## config.mk

```make
export PLATFORM = sky130hd
export DESIGN_NAME = register_file_masked
export DESIGN_NICKNAME = d
export VERILOG_FILES = /design/src/rtl/register_file_masked.sv
export SDC_FILE = /design/constraint.sdc
export NUM_CORES = 1
export LEC_CHECK = 0
export BUFFER_PORTS_ARGS = -buffer_cell sky130_fd_sc_hd__buf_2
export CAP_MARGIN = 15
export CORE_UTILIZATION = 55
export DETAILED_ROUTE_END_ITERATION = 6
export PLACE_DENSITY = 0.74
export SYNTH_ARGS = -nofsm -noshare
export SYNTH_HDL_FRONTEND = slang
export SYNTH_SLANG_ARGS = --single-unit
```

## constraint.sdc

```tcl
create_clock -name clock -period 4.9 [get_ports clock]
set_clock_uncertainty 0.05 [all_clocks]
set_input_delay 0.98 -clock clock [delete_from_list [all_inputs] [get_ports clock]]
set_output_delay 0.98 -clock clock [all_outputs]
set_load 0.01 [all_outputs]
```

## src/rtl/register_file_masked.sv

```systemverilog
// register_file_masked
//   DEPTH x WIDTH register file with one lane-masked write port and two
//   registered read ports. Reads are write-first: a read at the same edge as
//   a write or clear returns the post-update word. Out-of-range addresses
//   (possible when DEPTH is not a power of two) never alias: writes to them
//   are dropped and reads from them return zero.
//
// Ports
//   clock       rising-edge clock
//   reset_n     asynchronous active-low reset (words, read data, rd_valid)
//   clr         synchronous clear of every word, beats a same-cycle write
//   wr_en       write strobe
//   wr_addr     write address
//   wr_mask     lane write enables, bit i covers Data_in[i*LANE_W +: LANE_W]
//   Data_in     write data
//   rd_en       read strobe shared by both read ports
//   rd_addr_a   read address, port A
//   rd_addr_b   read address, port B
//   Data_out_a  registered read data, port A (holds while rd_en=0)
//   Data_out_b  registered read data, port B (holds while rd_en=0)
//   rd_valid    high for one cycle after each accepted read
module register_file_masked #(
  parameter int WIDTH  = 8,
  parameter int DEPTH  = 8,
  parameter int LANE_W = 8
) (
  input  logic                          clock,
  input  logic                          reset_n,
  input  logic                          clr,
  input  logic                          wr_en,
  input  logic [$clog2(DEPTH)-1:0]      wr_addr,
  input  logic [WIDTH/LANE_W-1:0]       wr_mask,
  input  logic [WIDTH-1:0]              Data_in,
  input  logic                          rd_en,
  input  logic [$clog2(DEPTH)-1:0]      rd_addr_a,
  input  logic [$clog2(DEPTH)-1:0]      rd_addr_b,
  output logic [WIDTH-1:0]              Data_out_a,
  output logic [WIDTH-1:0]              Data_out_b,
  output logic                          rd_valid
);

  localparam int NLANES = WIDTH / LANE_W;
  localparam int ADDR_W = $clog2(DEPTH);
  // One extra bit so DEPTH itself is representable in the range compare.
  localparam logic [ADDR_W:0] DEPTH_L = (ADDR_W + 1)'(DEPTH);

  logic [WIDTH-1:0] mem      [DEPTH];
  logic [WIDTH-1:0] mem_next [DEPTH];

  logic [WIDTH-1:0] rd_data_a_p0;
  logic [WIDTH-1:0] rd_data_b_p0;
  logic [WIDTH-1:0] rd_data_a_p1;
  logic [WIDTH-1:0] rd_data_b_p1;
  logic             vld_p1;

  function automatic logic in_range(input logic [ADDR_W-1:0] addr);
    return {1'b0, addr} < DEPTH_L;
  endfunction

  // Replace only the enabled lanes of old_word with new_word.
  function automatic logic [WIDTH-1:0] merge_lanes(
    input logic [WIDTH-1:0]  old_word,
    input logic [WIDTH-1:0]  new_word,
    input logic [NLANES-1:0] mask
  );
    logic [WIDTH-1:0] merged;
    merged = old_word;
    for (int i = 0; i < NLANES; i++) begin
      if (mask[i]) begin
        merged[i*LANE_W +: LANE_W] = new_word[i*LANE_W +: LANE_W];
      end
    end
    return merged;
  endfunction

  // Stage p0: post-edge image of the array. Reads are taken from this image,
  // which is what gives write-first bypass and clear-returns-zero for free.
  always_comb begin
    for (int i = 0; i < DEPTH; i++) begin
      mem_next[i] = mem[i];
    end
    if (clr) begin
      for (int i = 0; i < DEPTH; i++) begin
        mem_next[i] = '0;
      end
    end else if (wr_en && in_range(wr_addr)) begin
      mem_next[wr_addr] = merge_lanes(mem[wr_addr], Data_in, wr_mask);
    end
  end

  always_comb begin
    rd_data_a_p0 = '0;
    rd_data_b_p0 = '0;
    if (in_range(rd_addr_a)) begin
      rd_data_a_p0 = mem_next[rd_addr_a];
    end
    if (in_range(rd_addr_b)) begin
      rd_data_b_p0 = mem_next[rd_addr_b];
    end
  end

  // Stage p1: array state and registered read data.
  always_ff @(posedge clock or negedge reset_n) begin
    if (!reset_n) begin
      for (int i = 0; i < DEPTH; i++) begin
        mem[i] <= '0;
      end
    end else begin
      for (int i = 0; i < DEPTH; i++) begin
        mem[i] <= mem_next[i];
      end
    end
  end

  always_ff @(posedge clock or negedge reset_n) begin
    if (!reset_n) begin
      rd_data_a_p1 <= '0;
      rd_data_b_p1 <= '0;
      vld_p1       <= 1'b0;
    end else begin
      vld_p1 <= rd_en;
      if (rd_en) begin
        rd_data_a_p1 <= rd_data_a_p0;
        rd_data_b_p1 <= rd_data_b_p0;
      end
    end
  end

  assign Data_out_a = rd_data_a_p1;
  assign Data_out_b = rd_data_b_p1;
  assign rd_valid   = vld_p1;

endmodule
```

### Yosys cells after proc, flatten, opt, wreduce, memory -nomap -nowiden

Cells that the tools add are included.

* add/subtract/negate cells: 0
* $mul: 0
* div/mod/pow operators: 0
* magnitude comparators: 4
* equality and inequality tests: 0
* shifts and indexed selects: 0
* mux-type cells: 17
* bitwise gates (word level): 3
* reductions and logical operators: 1

Operators by type and width (number)
* two-way mux 64 bit: 2
* two-way mux 8 bit: 10
* binary-select mux 8 bit (select 3 bit): 3
* bitwise mux 64 bit: 1
* demux 8 bit (select 3 bit): 1
* greater-or-equal comparator 4 bit, second input constant: 3
* NOT 3 -> 4 bit: 3
* less-than comparator 4 x 1 -> 1 bit, second input constant: 1
* logical AND 1 bit: 1

* bits in registers: 81
* latch bits: 0
* memory bits (writable): 0
* bits in read-only memories: 0
* bits of input ports: 23
* logic and storage cells: 36
* memories: 0

### Depth between registers and ports, before layout

* word-level depth: 13
* gate-level depth with buffers: 12
* mapped depth without buffers: 7

### Least setup slack after synthesis

No wires, ideal clock.

* kind: input to register
* from: in wr_addr[0]
* to: reg rd_data_b_p1[7], in the netlist Data_out_b[7]
* library setup time: 0.096 ns
* data arrival time: 2.894 ns
* data required time: 4.754 ns
* slack: 1.860 ns
* stages on the path: 8
* path buffers: 2
* cells stage by stage: buf_2 buf_2 mux4_2 a31o_1 o21a_1 a2111oi_2 nor3_1 nor4_2

* word-level cells in the longest chain between the ends: 13
* elaborated cells between the ends (all ways): 18
* classes of those cells: order compare (2); mux (14); bitwise (1); reduce/logical (1)

Ends and longest elaborated chain
* from (decl): RTL line 31 `input logic [$clog2(DEPTH)-1:0] wr_addr,`
* NOT 3 -> 4 bit (not written as such) (*): RTL line 87 `mem_next[wr_addr] = merge_lanes(mem[wr_addr], Data_in, wr_mask);`
* binary-select mux 8 bit (select 3 bit): RTL line 87
* two-way mux 8 bit (not written as such) (2 in series): RTL line 87
* two-way mux 8 bit: RTL line 69 `if (mask[i]) begin`
* two-way mux 8 bit: RTL line 86 `end else if (wr_en && in_range(wr_addr)) begin`
* two-way mux 8 bit: RTL line 82 `if (clr) begin`
* bitwise mux 64 bit (*): RTL line 87
* two-way mux 64 bit (*): RTL line 86
* two-way mux 64 bit (*): RTL line 82
* binary-select mux 8 bit (select 3 bit) (*): RTL line 98 `rd_data_b_p0 = mem_next[rd_addr_b];`
* two-way mux 8 bit (not written as such) (*) (2 in series): RTL line 98
* to (signal assigned): RTL line 124 `rd_data_b_p1 <= rd_data_b_p0;`
* to (decl): RTL line 53 `logic [WIDTH-1:0] rd_data_b_p1;`

Mark *: on every way between the ends. The rest lies on a longest branch, timed or not. The select of a mux whose other input is x is not followed.
A chain may end at the register's enable or synchronous reset.

### Final worst setup path

* from: in wr_addr[2]
* to: reg rd_data_a_p1[0], in the netlist Data_out_a[0]

* word-level cells in the longest chain between the ends: 13
* elaborated cells between the ends (all ways): 18
* classes of those cells: order compare (2); mux (14); bitwise (1); reduce/logical (1)

Ends and longest elaborated chain
* NOT 3 -> 4 bit (not written as such) (*): RTL line 87
* binary-select mux 8 bit (select 3 bit): RTL line 87
* two-way mux 8 bit (not written as such) (2 in series): RTL line 87
* two-way mux 8 bit: RTL line 69
* two-way mux 8 bit: RTL line 86
* two-way mux 8 bit: RTL line 82
* bitwise mux 64 bit (*): RTL line 87
* two-way mux 64 bit (*): RTL line 86
* two-way mux 64 bit (*): RTL line 82
* binary-select mux 8 bit (select 3 bit) (*): RTL line 95 `rd_data_a_p0 = mem_next[rd_addr_a];`
* two-way mux 8 bit (not written as such) (*) (2 in series): RTL line 95
* to (signal assigned): RTL line 123 `rd_data_a_p1 <= rd_data_a_p0;`
* to (decl): RTL line 52 `logic [WIDTH-1:0] rd_data_a_p1;`

Marked as above.

==> impl_metrics.py <==
metrics = {
    "detailed_routing": {
        "remaining_drc_errors": 0,
        "post_drt_wl_per_cell_um": 22.4,
        "viasPerCell": 6.76,
        "first_iter_violations": 657,
        "dr.pass1.iters": 5,
        "antenna_left": 0,
        "drt-total-wl_um": 16900,
        "vias": 5108,
    },
    "yosys": {
        "synth_edf_count": 0,
        "synth_area_per_cell_um2": 8.71,
        "synthFlopType": "dfrtp_1",
        "synth_top_cells_by_area": "dfrtp_1 (37%), mux2i_1 (5.5%), nor2_1 (5.0%)",
        "yosysTopAreaCellShare_pct": 37.4,
        "synthArstFlopShare_pct": 100,
        "ys_seq_elements": 81,
        "ys_seq_area_share_pct": 37.4,
        "netlist_area_um2": 5430,
        "syn_nets": 646,
        "synthCells": 623,
        "yosys_warnings": 0,
        "ys_types": 72,
        "post-synth-top-area-cell": "dfrtp_1",
    },
    "hold_path": {
        "hold_class": "register to register",
        "holdPathEnd": "Data_out_b[2]",
        "min_from": "Data_out_b[2]",
        "min_delay_path_depth": 1,
    },
    "floorplan": {
        "initial_core_util_pct": 57.6,
        "boundaryPins": 40,
        "die_x_um": 101,
        "dieArea_um2": 10300,
        "num_rows": 35,
        "core-area_um2": 9420,
        "die_h_um": 101,
    },
    "sta": {
        "finalSetupViolCount": 0,
        "finalCriticalPeriod_ns": 3.77,
        "hold_viol": 0,
        "finalSetupTns_ns": 0,
        "finalCritPeriodShare_pct": 76.9,
        "max_slew_margin_pct": 29.0,
        "worst_slew_pin_slew_ns": 1.07,
        "slew_violations": 0,
        "rsz0062_at_grt": "false",
        "fmax_mhz": 265,
        "holdWs_ns": 0.471,
    },
    "grt": {
        "grt_pass1_wl_um": 26300,
        "grt_start_max_net_pins": 82,
        "grt_usage_pct": 34.8,
        "antenna_found_initial": 0,
        "grt.overflow.total": 0,
        "grt_pass1_vias": 4784,
    },
    "setup_path": {
        "path_delay_family": "compound AO/OA/AOI/OAI gates",
        "r2r-start": "mem[0]",
        "critPathKind": "input port to register",
        "r2r_end": "Data_out_a[0]",
        "ff2ff_setup_slack_ns": 2.30,
        "cpPeakStageDelay_ns": 0.79,
        "ff2ff_path_depth": 7,
        "cp.required_ns": 5.15,
        "cp_num_buf_inv": 1,
        "cp.arrival_ns": 4.02,
        "cp_cell_sequence": "buf_2 -> mux2i_1 -> mux4_2 -> a31o_2 -> o21ai_1 -> nor2_1 -> a2111oi_0 -> o32a_1",
        "path_max_fanout": 52,
        "crit_path_end_kind": "register",
        "cp_slowest_cell": "buf_2",
        "critPathLaunchType": "input port",
    },
    "cts": {
        "clk_latency_ns": 0.37,
        "post_cts_buffers": 0,
        "root_buffer": "clkbuf_8",
        "cts_htree_levels": 3,
        "cts_tree": "done",
        "clk_pin_slew_ns": 0.09,
        "cts_buffers": 9,
        "postCtsHoldBufs": 0,
        "cts.repair.resized": 0,
        "cts_buffer_depth": 2,
        "cts_sinks": 81,
    },
    "pwr": {
        "swShare_pct": 29.3,
        "peakVddDrop_mv": 0.172,
        "pwr-share-comb_pct": 17.3,
        "p_seq_share_pct": 45.8,
        "p_per_area_nw_per_um2": 267,
        "p_total_mw": 1.55,
        "p_switching_mw": 0.454,
        "leakage_nw": 2.53,
        "clkPwrFrac_pct": 36.9,
        "power.internal_mw": 1.09,
    },
    "layout": {
        "final_cell_mix": "dfrtp_1 (81), nor2_1 (72), nand2_1 (68)",
        "drive_above_1_share_pct": 14.4,
        "area_delta_synth_final_pct": 6.97,
        "layout_commonest_cell": "dfrtp_1",
        "utilization_pct": 61.6,
        "antenna_cells": 0,
        "layout.nets": 645,
        "nFillCells": 813,
    },
    "job": {
        "max_cap_violations": 0,
    },
    "place": {
        "portBuffers": 39,
        "hpwl_um": 11000,
        "gp_congestion": 1.01,
    },
    "run_status": {
        "status": "finished clean",
    },
}
worst max path at each step:
stage	from	end	slack, ns	depth (start not counted)
5_1_grt	wr_addr[2]	Data_out_a[0]	1.08	8
4_1_cts	wr_addr[2]	Data_out_a[0]	1.33	8
3_5_place_dp	wr_addr[2]	Data_out_a[0]	0.98	8
6_report	wr_addr[2]	Data_out_a[0]	1.13	8
2_1_floorplan	wr_addr[0]	Data_out_b[7]	1.86	8
3_3_place_gp	wr_addr[2]	Data_out_a[0]	1.02	8
cell families (layout without fill, tap and decap cells):
family                 count (synthesis)  in the layout  share of synthesized area, %
multiplexers                          47             47                          11.1
buffers and inverters                 72             76                          5.83
AO/OA/AOI/OAI                        173            173                          22.9
AND/OR/NAND/NOR                      250            250                          22.8
flip-flops                            81             81                          37.4
per-layer routing:
metal / wire, µm / global-route usage (%) / share of wire [%]
met5: 0 / 0 / 0
met4: 609 / 14.7 / 3.6
met3: 1990 / 7.25 / 12
met2: 7510 / 53.1 / 44
met1: 6780 / 48.3 / 40
Yosys cell counts (all sizes together) (13+ instances only):
| master | count |
|---|---|
| o21a | 13 |
| clkbuf | 41 |
| o21ai | 40 |
| mux2i | 30 |
| nand2b | 13 |
| buf | 17 |
| inv | 14 |
| nand2 | 68 |
| nand3 | 24 |
| and2 | 22 |
| a21oi | 22 |
| dfrtp | 81 |
| nor2 | 72 |
registers in the layout (all words and copies together), names as in the netlist:
| register | cells |
|---|---|
| mem | 64 |
| Data_out_b | 8 |
| Data_out_a | 8 |
| rd_valid | 1 |
worst reg2reg max path: stages (launching register included):
cell and delay [ns]:
dfrtp_1 0.37, mux2i_1 0.08, mux4_2 0.48, a31o_2 0.31, o21ai_1 0.24, nor2_1 0.07, a2111oi_0 0.68, o32a_1 0.28
power by group through the flow:
stage	Combinational, mW	Sequential [mW]	Clock, mW
after floorplan	0.169	0.725	0
after detailed placement	0.261	0.721	0
after CTS	0.262	0.708	0.571
after global placement	0.256	0.720	0
final	0.268	0.709	0.571
after global routing	0.287	0.711	0.600
cell type report:
| class | count | area [µm²] | share of cell area, % |
|---|---|---|---|
| multi-input cells | 470 | 3080 | 53.1 |
| clock inverters | 4 | 75.1 | 1.29 |
| repair buffers | 46 | 250 | 4.31 |
| flip-flops and latches | 81 | 2030 | 34.9 |
| inverters | 14 | 52.6 | 0.906 |
| well taps | 129 | 161 | 2.78 |
| clock buffers | 12 | 155 | 2.67 |
per-stage QoR:
stage / area [µm²] / worst slack [ns] / cells
finish: 5800 / 1.13 / 756
global route: 5800 / 1.08 / 756
global placement: 5570 / 1.02 / 740
CTS: 5800 / 1.33 / 756
floorplan: 5430 / 1.86 / 623
detailed placement: 5570 / 0.982 / 740
(Power assumes the default switching activity.)
